## config.mk

```make
export PLATFORM = sky130hd
export DESIGN_NAME = fetch_stage
export DESIGN_NICKNAME = d
export VERILOG_FILES = /design/src/rtl/rv32i_pkg.sv /design/src/rtl/fetch_skid_buf.sv /design/src/rtl/fetch_stage.sv
export SDC_FILE = /design/constraint.sdc
export NUM_CORES = 1
export LEC_CHECK = 0
export ABC_AREA = 1
export ABC_CLOCK_PERIOD_IN_PS = 5000
export BUFFER_PORTS_ARGS = -buffer_cell sky130_fd_sc_hd__buf_2
export CAP_MARGIN = 20
export CORE_ASPECT_RATIO = 1.1
export CORE_MARGIN = 5
export CORE_UTILIZATION = 50
export CTS_CLUSTER_SIZE = 14
export DETAILED_ROUTE_END_ITERATION = 6
export PLACE_DENSITY = 0.76
export SKIP_CTS_REPAIR_TIMING = 1
export SYNTH_ARGS = -nofsm -noshare
export SYNTH_HDL_FRONTEND = slang
export SYNTH_SLANG_ARGS = --single-unit
```

## constraint.sdc

```tcl
create_clock -name clk -period 5 [get_ports clk]
set_input_delay 1 -clock clk [delete_from_list [all_inputs] [get_ports clk]]
set_output_delay 1 -clock clk [all_outputs]
set_load 0.03 [all_outputs]
```

## src/rtl/rv32i_pkg.sv

```systemverilog
// Shared RV32I constants: reset/NOP values, fetch state encoding, opcodes.
package rv32i_pkg;

  localparam logic [31:0] NOP_INSTR        = 32'h0000_0013;  // addi x0,x0,0
  localparam logic [31:0] RESET_PC_DEFAULT = 32'h0000_0000;

  typedef enum logic [1:0] {
    FETCH   = 2'd0,
    WAIT    = 2'd1,
    DISCARD = 2'd2
  } fetch_state_e;

  // Major opcodes, shared with the immediate generator and decoder
  localparam logic [6:0] OPC_LUI      = 7'b0110111;
  localparam logic [6:0] OPC_AUIPC    = 7'b0010111;
  localparam logic [6:0] OPC_JAL      = 7'b1101111;
  localparam logic [6:0] OPC_JALR     = 7'b1100111;
  localparam logic [6:0] OPC_BRANCH   = 7'b1100011;
  localparam logic [6:0] OPC_LOAD     = 7'b0000011;
  localparam logic [6:0] OPC_STORE    = 7'b0100011;
  localparam logic [6:0] OPC_OP_IMM   = 7'b0010011;
  localparam logic [6:0] OPC_OP       = 7'b0110011;
  localparam logic [6:0] OPC_MISC_MEM = 7'b0001111;
  localparam logic [6:0] OPC_SYSTEM   = 7'b1110011;

  function automatic logic [6:0] opcode_of(input logic [31:0] instr);
    return instr[6:0];
  endfunction

  // Instruction fetch is always word aligned
  function automatic logic [31:0] word_align(input logic [31:0] addr);
    return {addr[31:2], 2'b00};
  endfunction

endpackage

```

## src/rtl/fetch_skid_buf.sv

```systemverilog
// One-entry instruction+PC holding buffer used while decode is stalled.
module fetch_skid_buf (
  input  logic        clk,
  input  logic        rst,
  input  logic        load,
  input  logic        unload,
  input  logic        clear,
  input  logic [31:0] load_instr,
  input  logic [31:0] load_pc,
  output logic        full,
  output logic [31:0] instr,
  output logic [31:0] pc
);

  // Occupancy flag; clear (flush) dominates, load and unload never coincide
  always_ff @(posedge clk or posedge rst) begin
    if (rst) begin
      full <= 1'b0;
    end else if (clear) begin
      full <= 1'b0;
    end else if (load) begin
      full <= 1'b1;
    end else if (unload) begin
      full <= 1'b0;
    end
  end

  // Payload is only meaningful while full, so it carries no reset
  always_ff @(posedge clk) begin
    if (load) begin
      instr <= load_instr;
      pc    <= load_pc;
    end
  end

endmodule

```

## src/rtl/fetch_stage.sv

```systemverilog
// RV32I fetch stage: PC, single-outstanding imem request, IF/ID register.
module fetch_stage #(
  parameter logic [31:0] RESET_PC  = rv32i_pkg::RESET_PC_DEFAULT,
  parameter logic [31:0] NOP_INSTR = rv32i_pkg::NOP_INSTR
) (
  input  logic        clk,
  input  logic        rst,
  output logic        imem_req,
  output logic [31:0] imem_addr,
  input  logic        imem_ready,
  input  logic        imem_rvalid,
  input  logic [31:0] imem_rdata,
  input  logic        stall,
  input  logic        redirect_valid,
  input  logic [31:0] redirect_pc,
  output logic        if_id_valid,
  output logic [31:0] if_id_instr,
  output logic [31:0] if_id_pc,
  output logic [31:0] if_id_pc4
);

  import rv32i_pkg::*;

  fetch_state_e state, state_nxt;
  logic [31:0]  pc;
  logic [31:0]  req_addr;
  logic         accept;
  logic         rsp_live;
  logic         outstanding;
  logic         if_id_open;
  logic         skid_full;
  logic         skid_load;
  logic         skid_unload;
  logic [31:0]  skid_instr;
  logic [31:0]  skid_pc;

  // Request is held high until granted; suppressed while the skid is occupied
  assign imem_req  = !rst && (state == FETCH) && !skid_full;
  assign imem_addr = pc;
  assign accept    = imem_req && imem_ready;

  // Only a response in WAIT is real; a same-cycle redirect makes it stale
  assign rsp_live    = imem_rvalid && (state == WAIT) && !redirect_valid;
  assign outstanding = ((state == FETCH) && accept) ||
                       (((state == WAIT) || (state == DISCARD)) && !imem_rvalid);

  // IF/ID can take a new entry when it is empty or decode is consuming
  assign if_id_open  = !if_id_valid || !stall;
  assign skid_load   = rsp_live && !if_id_open;
  assign skid_unload = !redirect_valid && if_id_open && skid_full;

  fetch_skid_buf u_skid (
    .clk        (clk),
    .rst        (rst),
    .load       (skid_load),
    .unload     (skid_unload),
    .clear      (redirect_valid),
    .load_instr (imem_rdata),
    .load_pc    (req_addr),
    .full       (skid_full),
    .instr      (skid_instr),
    .pc         (skid_pc)
  );

  // State register
  always_ff @(posedge clk or posedge rst) begin
    if (rst) begin
      state <= FETCH;
    end else begin
      state <= state_nxt;
    end
  end

  // Next state; a redirect decides between DISCARD and FETCH on its own
  always_comb begin
    state_nxt = state;
    unique case (state)
      FETCH:   if (accept)      state_nxt = WAIT;
      WAIT:    if (imem_rvalid) state_nxt = FETCH;
      DISCARD: if (imem_rvalid) state_nxt = FETCH;
      default:                  state_nxt = FETCH;
    endcase
    if (redirect_valid) begin
      state_nxt = outstanding ? DISCARD : FETCH;
    end
  end

  // Program counter: redirect target wins over sequential advance
  always_ff @(posedge clk or posedge rst) begin
    if (rst) begin
      pc <= RESET_PC;
    end else if (redirect_valid) begin
      pc <= word_align(redirect_pc);
    end else if (accept) begin
      pc <= pc + 32'd4;
    end
  end

  // Address of the in-flight request, tagged onto its response
  always_ff @(posedge clk) begin
    if (accept) begin
      req_addr <= pc;
    end
  end

  // IF/ID register: flush, then hold under stall, then skid, then response
  always_ff @(posedge clk or posedge rst) begin
    if (rst) begin
      if_id_valid <= 1'b0;
      if_id_instr <= NOP_INSTR;
      if_id_pc    <= 32'd0;
      if_id_pc4   <= 32'd4;
    end else if (redirect_valid) begin
      if_id_valid <= 1'b0;
      if_id_instr <= NOP_INSTR;
    end else if (if_id_open) begin
      if (skid_full) begin
        if_id_valid <= 1'b1;
        if_id_instr <= skid_instr;
        if_id_pc    <= skid_pc;
        if_id_pc4   <= skid_pc + 32'd4;
      end else if (rsp_live) begin
        if_id_valid <= 1'b1;
        if_id_instr <= imem_rdata;
        if_id_pc    <= req_addr;
        if_id_pc4   <= req_addr + 32'd4;
      end else begin
        if_id_valid <= 1'b0;
        if_id_instr <= NOP_INSTR;
      end
    end
  end

endmodule

```

==> flow_metrics.tcl, run 1 <==
set metrics [dict create \
    drive_above_1_share_pct 20.5 \
    port_buffers 191 \
    critPathSlowestCell "nor2_4" \
    max-cap-violations 0 \
    max-vdd-ir-drop_mv 0.404 \
    synth_edf_count 92 \
    p_comb_share_pct 25.1 \
    path_common_cell "buf_4" \
    hp-class "reg2reg" \
    dpl-instance-area_sq_mm 0.0111 \
    slowest_delay_ns 0.57 \
    power_density_mw_per_mm2 468 \
    cp.required_ns 5.19 \
    crit_buf_inv 4 \
    endpoint_kind "flip-flop" \
    core_sq_mm 0.0197 \
    gp_congestion 0.911 \
    cp_cell_sequence "buf_2, inv_1, nand3_1, buf_4, nor2_4, buf_4" \
    rsz0062_at_grt "false" \
    synthArstFlopShare_pct 57.8 \
    syn_area_sq_mm 0.00998 \
    cts.sinks 218 \
    crit_fanout 33 \
    rows 54 \
    wl_mm 25.0 \
    clock_path_buffers 3 \
    cts_tree "yes" \
    grt_antenna_before_repair 2 \
    dpl.cell_count 1539 \
    hold_ws_ns 0.449 \
    cts_buffers 23 \
    skew_ns 0.0152 \
    fin_nets 1387 \
    vias_per_cell 5.24 \
    syn_avg_cell_area_sq_um 8.84 \
    io_pins 200 \
    clk_latency_ns 0.50 \
    area_growth_pct 20.1 \
    p_seq_share_pct 42.5 \
    outcome "completed" \
    nFillCells 1698 \
    seq_area_sq_mm 0.00592 \
    seq_area_frac_synth_pct 59.3 \
    ant_nets 0 \
    first_global_vias 8174 \
    p_int_mw 3.70 \
    die_x_um 145 \
    finalCritPeriodShare_pct 58.1 \
    maxSlewViolCount 0 \
    p_sw_mw 1.91 \
    drt_iter0_drc 645 \
    crit_family "buffers and inverters" \
    synth-seq-cells 218 \
    dpl.hpwl_mm 17.6 \
    ys.flop_type "dfrtp_1" \
    die_h_um 158 \
    root_buffer "clkbuf_16" \
    max_freq_mhz 344 \
    synth_cell_types 39 \
    pwr-share-clk_pct 32.4 \
    critPathKind "in2reg" \
    dr.pass1.iters 5 \
    globalRouteTotalUtil_pct 21.9 \
    synthCells 1129 \
    final_area_sq_mm 0.0120 \
    setup_viol 0 \
    num_vias 8298 \
    startpoint_type "primary input" \
    slew_headroom_pct 43.8 \
    grt_pass1_wl_mm 40.7 \
    cp.arrival_ns 3.09 \
    fin_tns_setup_ns 0 \
    final_cells 1583 \
    drc 0 \
    gr-total-overflow 0 \
    htreeDepth 1 \
    grt_max_degree 75 \
    hold_viol_final 0 \
    worst_pin_slew_ns 0.844 \
    p_sw_share_pct 34.1 \
    initial_core_util_pct 50.6 \
    path_clk_slew_ns 0.06 \
    p_leak_nw 5.65 \
    multi_input_area_sq_mm 0.00353 \
    route.detailed.wl_per_inst_um 15.8 \
    dieArea_sq_mm 0.0229 \
    min_period_ns 2.90 \
    yosysWarnings 0 \
]
==> power groups by stage <==
| stage | clock network, mW | logic, mW | registers (mW) |
|---|---|---|---|
| CTS | 1.85 | 1.42 | 2.38 |
| floorplan | 0 | 0.448 | 2.91 |
| detailed placement | 0 | 1.42 | 2.42 |
| finish | 1.82 | 1.41 | 2.38 |
| global route | 1.93 | 1.53 | 2.42 |
| global placement | 0 | 1.39 | 2.42 |
==> registers in the layout, summed over array words and instances, names as in the netlist <==
register and cells:
if_id_pc 30, u_skid.full 1, req_addr 30, if_id_pc4 30, u_skid.instr 32, u_skid.pc 30, if_id_valid 1, if_id_instr 32
state 2, imem_addr 30
==> routing by layer <==
metal	global-route usage (%)	wire, um	vias up
li1	-	-	4054
met1	29.3	10500	3859
met2	36.2	11900	321
met3	3.11	1740	64
met4	9.06	913	0
met5	0	0	-
==> cell families (layout without fill, tap and decap cells) <==
logic type                 count (synthesis)  in the layout  synth area share, %
AOI/OAI and AO/OA                        164            164                 8.94
adders and majority gates                  4              4                0.501
xor gates and xnor gates                  11             11                0.965
other                                      1              8               0.0376
buffers and inverters                    133            328                 5.65
and+or+nand+nor                          598            598                 24.6
DFF                                      218            218                 59.3
==> area by class of cell <==
cell class              instances  share of cell area (%)
repair buffers                203                    8.94
multi-input cells             783                    29.5
well taps                     252                    2.63
clock inverters                12                    1.18
inverters                      84                    2.65
clock buffers                  29                    5.69
diodes                          2                  0.0418
flip-flops and latches        218                    49.4
==> layout by cell type (no fill, tap or decap), drive strengths merged, types with 2 or more instances in the layout <==
cell / synthesis / final
a21oi: 46 / 46
a31oi: 9 / 9
and2: 4 / 4
buf: 26 / 203
bufinv: 0 / 3
clkbuf: 23 / 29
clkinv: 0 / 8
conb: 1 / 6
dfrtp: 122 / 122
dfstp: 4 / 4
diode: 0 / 2
edfxtp: 92 / 92
ha: 4 / 4
inv: 84 / 85
nand2: 381 / 381
nand3: 69 / 69
nand4: 8 / 8
nor2: 121 / 121
nor3: 12 / 12
o211ai: 7 / 7
o21a: 2 / 2
o21ai: 84 / 84
o21bai: 7 / 7
o22ai: 5 / 5
xnor2: 3 / 3
xor2: 8 / 8
==> worst reg2reg max path, delay by kind of cell, from the launching register on <==
kind	cells	cell delay [ns]
fa+ha+maj	1	0.19
buf+inv	1	0.49
flops	1	0.65
simple gates	9	1.12
==> cell usage after synthesis, types with 7 or more instances <==
cell | instances | area [sq um]
a21oi_1 | 46 | 230
a31oi_1 | 9 | 56.3
buf_2 | 13 | 65.1
buf_4 | 9 | 67.6
clkbuf_1 | 23 | 86.3
dfrtp_1 | 122 | 3050
edfxtp_1 | 92 | 2760
inv_1 | 80 | 300
nand2_1 | 376 | 1410
nand3_1 | 69 | 345
nand4_1 | 8 | 50.1
nor2_1 | 109 | 409
nor2_2 | 9 | 56.3
nor3_1 | 11 | 55.1
o211ai_1 | 7 | 52.6
o21ai_0 | 81 | 405
o21bai_1 | 7 | 52.6
xor2_1 | 8 | 70.1
==> per-stage QoR <==
stage | worst slack [ns] | utilization, % | total power, mW
3_3_place_gp | 1.54 | 56.4 | 3.80
3_5_place_dp | 1.48 | 56.4 | 3.84
4_1_cts | 2.00 | 60.6 | 5.65
2_1_floorplan | 0.424 | - | 3.36
5_1_grt | 1.92 | 60.7 | 5.89
6_report | 2.10 | 60.7 | 5.61
==> final timing paths <==
check / start / endpoint / slack, ns / depth (start not counted)
max in group asynchronous: rst / if_id_instr[30] / 3.33 / 3
min in group asynchronous: rst / imem_addr[12] / 0.70 / 2
worst max register to register: u_skid.full / if_id_pc4[24] / 2.46 / 11
worst min-delay path: req_addr[31] / u_skid.pc[31] / 0.45 / 0
worst max-delay path: redirect_valid / u_skid.instr[15] / 2.10 / 6
worst min register to register: req_addr[31] / u_skid.pc[31] / 0.45 / 0
Note: power is estimated with default switching activity, not from simulation.
==> inputs of run 2 (changes only) <==
Settings changed: ABC_AREA 1 to 0, ABC_CLOCK_PERIOD_IN_PS 5000 to 3000.
Clock period 5 ns to 3 ns, I/O delays scaled along.
==> flow_metrics.tcl, run 2 <==
set metrics [dict create \
    finalPower_mw 8.72 \
    final_area_sq_mm 0.0114 \
    endpoint_kind "output pin" \
    dpl.hpwl_mm 16.2 \
    syn_avg_cell_area_sq_um 11.4 \
    port_buffers 191 \
    cts_buffers 22 \
    yosysWarnings 0 \
    die_x_um 141 \
    busiest_layer "met2" \
    seq_area_frac_synth_pct 62.6 \
    drc 0 \
    cp.arrival_ns 2.25 \
    r2r_cells 7 \
    dpl-instance-area_sq_mm 0.0107 \
    grt_pass1_wl_mm 36.7 \
    seq_area_sq_mm 0.00592 \
    route.detailed.wl_per_inst_um 17.7 \
    synth-seq-cells 218 \
    met1_usage_pct 29.2 \
    dieArea_sq_mm 0.0218 \
    reg_top3 "if_id_instr: 32 flops, u_skid.instr: 32 flops" \
    max_freq_mhz 350 \
    io_pins 200 \
    hold_viol_final 0 \
    die_h_um 154 \
    dr.pass1.iters 5 \
    cp.required_ns 2.40 \
    gp_congestion 0.836 \
    max-vdd-ir-drop_mv 0.473 \
    path_clk_slew_ns 0.06 \
    worstHoldPathCells 1 \
    outcome "completed" \
    slew_headroom_pct 49.4 \
    cts_tree "yes" \
    cts.sinks 218 \
    worst_slack_ns 0.145 \
    clk_latency_ns 0.49 \
    yosysMostFrequentCell "nand2_1" \
    synthCells 828 \
    hp-class "in2reg" \
    gr-total-overflow 0 \
    wl_mm 22.7 \
    synth_common_cells "nand2_1, dfrtp_1, o21ai_0" \
    globalRouteTotalUtil_pct 20.7 \
    drt_iter0_drc 389 \
    grtUsageMet2_pct 33.0 \
    maxSlewViolCount 0 \
    core_sq_mm 0.0185 \
    max-cap-violations 0 \
    synthArstFlopShare_pct 57.8 \
    crit_fanout 36 \
    grt_max_degree 127 \
    synth_edf_count 92 \
    rows 52 \
    yosysTopAreaCell "dfrtp_1" \
    htreeDepth 1 \
    area_growth_pct 20.7 \
    ys_top_cells_by_area "dfrtp_1, edfxtp_1, nand2_1, o21ai_0, mux2i_1" \
    dp_slack_ns 0.494 \
    final_common_cell "buf_2" \
    synth_cell_types 49 \
    startpoint_type "flip-flop" \
    power_density_mw_per_mm2 764 \
    first_global_vias 7009 \
    p_leak_nw 4.79 \
    clock_path_buffers 3 \
    final_cell_mix "buf_2, nand2_1, dfrtp_1" \
    ys.flop_type "dfrtp_1" \
    ant_nets 0 \
    grt_antenna_before_repair 1 \
    vias_per_cell 5.47 \
    fin_nets 1093 \
    drive_above_1_share_pct 25.7 \
    nFillCells 1563 \
    multi_input_area_sq_mm 0.00333 \
    critPathKind "reg2out" \
    min_period_ns 2.85 \
    syn_area_sq_mm 0.00946 \
    finalCritPeriodShare_pct 95.2 \
    grt_util_met3_pct 3.55 \
    rsz0062_at_grt "false" \
    initial_core_util_pct 51.2 \
    synth_top_area_share_pct 32.3 \
    skew_ns 0.00911 \
    num_vias 7001 \
    setup_viol 0 \
    worst_pin_slew_ns 0.738 \
    root_buffer "clkbuf_16" \
]
## run 2: cell types whose count changed after synthesis, moves of 10 or more
cell      previous run  this run
a22oi_1              0        33
nand3_1             69        35
o21ai_0             81       106
nand4_1              8        23
mux2i_1              0        28
xnor2_1              3        29
nor2_1             109        19
xor2_1               8        19
nand2_1            376       143
clkbuf_1            23        33
a21oi_1             46        12
inv_1               80         6
## run 2: cell type report
cell class / count / area share [%]
clock buffer: 36 / 5.86
inverter: 6 / 0.230
tap: 243 / 2.66
sequential: 218 / 51.9
antenna: 1 / 0.0219
timing repair buffer: 211 / 9.91
clock inverter: 4 / 0.197
multi-input combinational: 560 / 29.2
## run 2: per-stage QoR
step	hold WS (ns)	std cells	TNS (ns)	util, %
global route	0.276	1279	0	61.8
global placement	0.441	1238	0	58.0
finish	0.294	1279	0	61.8
CTS	0.277	1278	0	61.7
floorplan	0.422	833	-0.649	-
detailed placement	0.448	1238	0	58.0
## run 2: final timing paths
| kind | start | end | slack, ns |
|---|---|---|---|
| setup / recovery | u_skid.full | imem_req | 0.15 |
| hold / removal | imem_rdata[16] | u_skid.instr[16] | 0.29 |
| setup reg to reg | u_skid.full | if_id_pc4[24] | 0.41 |
| max in group asynchronous | rst | u_skid.full | 2.12 |
| hold reg to reg | req_addr[31] | u_skid.pc[31] | 0.45 |
| min in group asynchronous | rst | imem_addr[22] | 0.33 |
## run 2: metal layers
| metal | up-vias | wire length [um] | share of wire [%] |
|---|---|---|---|
| met5 | - | 0 | 0 |
| met4 | 0 | 560 | 2.5 |
| met3 | 37 | 1440 | 6.4 |
| met2 | 235 | 10700 | 47 |
| met1 | 3347 | 9960 | 44 |
| li1 | 3382 | - | - |
## run 2: kinds of logic after synthesis
kind of cell	Yosys count	synth area share (%)
other	1	0.0396
and+or+nand+nor	290	15.0
xor gates and xnor gates	48	4.44
adders and majority gates	4	0.529
AOI/OAI and AO/OA	177	11.0
muxes	35	3.80
buffers and inverters	55	2.62
DFF	218	62.6
## run 2: power by group
group          switching (mW)  internal (mW)
Clock                    1.07           1.52
Combinational            1.55          0.625
Sequential              0.334           3.63
Total                    2.95           5.77
## run 2: worst max-delay path, cell delays in order, from the launching register on
cell and delay [ns]:
dfrtp_4 0.67, buf_4 0.43, inv_1 0.22, and3_2 0.26
buf_2 0.18
==> inputs of run 3 (changes only) <==
==> constraint.sdc (replaced) <==
create_clock -name clk -period 3 [get_ports clk]
set_input_delay 0.75 -clock clk [delete_from_list [all_inputs] [get_ports clk]]
set_output_delay 0.75 -clock clk [all_outputs]
set_load 0.03 [all_outputs]
==> flow_metrics.tcl, run 3 (synthesis gave the netlist of run 2 again) <==
set metrics [dict create \
    outcome "completed" \
    gp_congestion 0.847 \
    path_clk_slew_ns 0.06 \
    hold_ws_ns 0.445 \
    cts_tree "yes" \
    grt_max_degree 127 \
    fin_nets 1092 \
    nFillCells 1546 \
    rrSetupSlack_ns 0.44 \
    grt_antenna_before_repair 1 \
    rsz0062_at_grt "false" \
    vias_per_cell 5.53 \
    die_x_um 141 \
    max_freq_mhz 357 \
    r2r-start "u_skid.full" \
    p_seq_share_pct 44.2 \
    skew_ns 0.0130 \
    die_h_um 154 \
    p_sw_mw 2.96 \
    hold_viol_final 0 \
    core_sq_mm 0.0185 \
    p_leak_nw 4.82 \
    crit_fanout 33 \
    cts_buffers 22 \
    io_pins 200 \
    pwr-share-clk_pct 31.6 \
    critPathKind "reg2out" \
    post-route-util_pct 62.1 \
    drive_above_1_share_pct 25.5 \
    final_cell_mix "buf_2, nand2_1, dfrtp_1" \
    p_int_mw 5.99 \
    max-vdd-ir-drop_mv 0.514 \
    num_vias 7068 \
    port_buffers 191 \
    area_growth_pct 21.3 \
    initial_core_util_pct 51.2 \
    cp.required_ns 2.25 \
    cts.sinks 218 \
    ant_nets 0 \
    clk_latency_ns 0.50 \
    htreeDepth 1 \
    reg_top3 "if_id_instr: 32 flops, u_skid.instr: 32 flops" \
    grt_pass1_wl_mm 36.5 \
    first_global_vias 6902 \
    finalPower_mw 8.95 \
    finalCritPeriodShare_pct 93.3 \
    startpoint_type "flip-flop" \
    gr-total-overflow 0 \
    wl_mm 22.8 \
    cp.arrival_ns 2.05 \
    rows 52 \
    dpl.hpwl_mm 16.0 \
    drt_iter0_drc 581 \
    r2r-end "if_id_pc4[29]" \
    power_density_mw_per_mm2 780 \
    worst_pin_slew_ns 0.744 \
    route.detailed.wl_per_inst_um 17.8 \
    maxSlewViolCount 0 \
    min_period_ns 2.80 \
    root_buffer "clkbuf_16" \
    hp-class "in2async" \
    endpoint_kind "output pin" \
    max-cap-violations 0 \
    dieArea_sq_mm 0.0218 \
    slew_headroom_pct 50.4 \
    r2r_cells 7 \
    setup_viol 0 \
    globalRouteTotalUtil_pct 20.5 \
    clock_path_buffers 3 \
    final_common_cell "buf_2" \
    p_comb_share_pct 24.1 \
    drc 0 \
    dr.pass1.iters 5 \
    p_sw_share_pct 33.1 \
]
[run 3: cell types whose count changed in the layout (fill, tap and decap cells not counted), sizes merged]
cell / before / now
bufinv: 0 / 4
clkinv: 3 / 7
clkbuf: 36 / 29
buf: 211 / 210
clkinvlp: 2 / 1
[run 3: critical path, cell delays in order, from the launching register on]
cell     delay (ns)
dfrtp_4        0.62
buf_6          0.31
inv_1          0.17
and3_2         0.25
buf_2          0.18
[run 3: cell type report]
type | count | area [sq um] | share of cell area (%)
clock inverter | 11 | 151 | 1.32
inverter | 6 | 26.3 | 0.229
multi-input combinational | 560 | 3330 | 29.0
timing repair buffer | 210 | 1130 | 9.89
sequential | 218 | 5920 | 51.6
clock buffer | 29 | 598 | 5.21
antenna | 1 | 2.50 | 0.0218
tap | 243 | 304 | 2.65
[run 3: stage by stage]
| stage | setup slack [ns] | instance area, sq um | setup TNS, ns | cells |
|---|---|---|---|---|
| 2_1_floorplan | -0.949 | 9490 | -0.949 | 833 |
| 3_3_place_gp | 0.449 | 10700 | 0 | 1236 |
| 3_5_place_dp | 0.453 | 10700 | 0 | 1236 |
| 4_1_cts | -0.0711 | 11500 | -0.0711 | 1276 |
| 5_1_grt | 0.121 | 11500 | 0 | 1278 |
| 6_report | 0.201 | 11500 | 0 | 1278 |
[run 3: metal layers]
metal  track usage [%]  routed length, um  vias up
met3              3.18               1550       41
li1                  -                  -     3375
met1              29.5               9770     3381
met2              32.0              10800      271
met4              6.92                666        0
met5                 0                  0        -
[run 3: worst max path at each step]
stage | start | to | slack, ns | depth (start not counted)
floorplan | rst | imem_req | -0.95 | 2
finish | u_skid.full | imem_req | 0.20 | 4
global route | u_skid.full | imem_req | 0.12 | 4
CTS | u_skid.full | imem_req | -0.07 | 4
global placement | u_skid.full | imem_req | 0.45 | 4
detailed placement | u_skid.full | imem_req | 0.45 | 4
[run 3: power groups by stage]
stage               clock network (mW)  registers, mW  logic, mW
global route                      3.03           4.03       2.34
CTS                               2.89           3.97       2.19
detailed placement                   0           4.02       2.18
global placement                     0           4.00       2.14
finish                            2.83           3.96       2.16
floorplan                            0           4.78      0.636
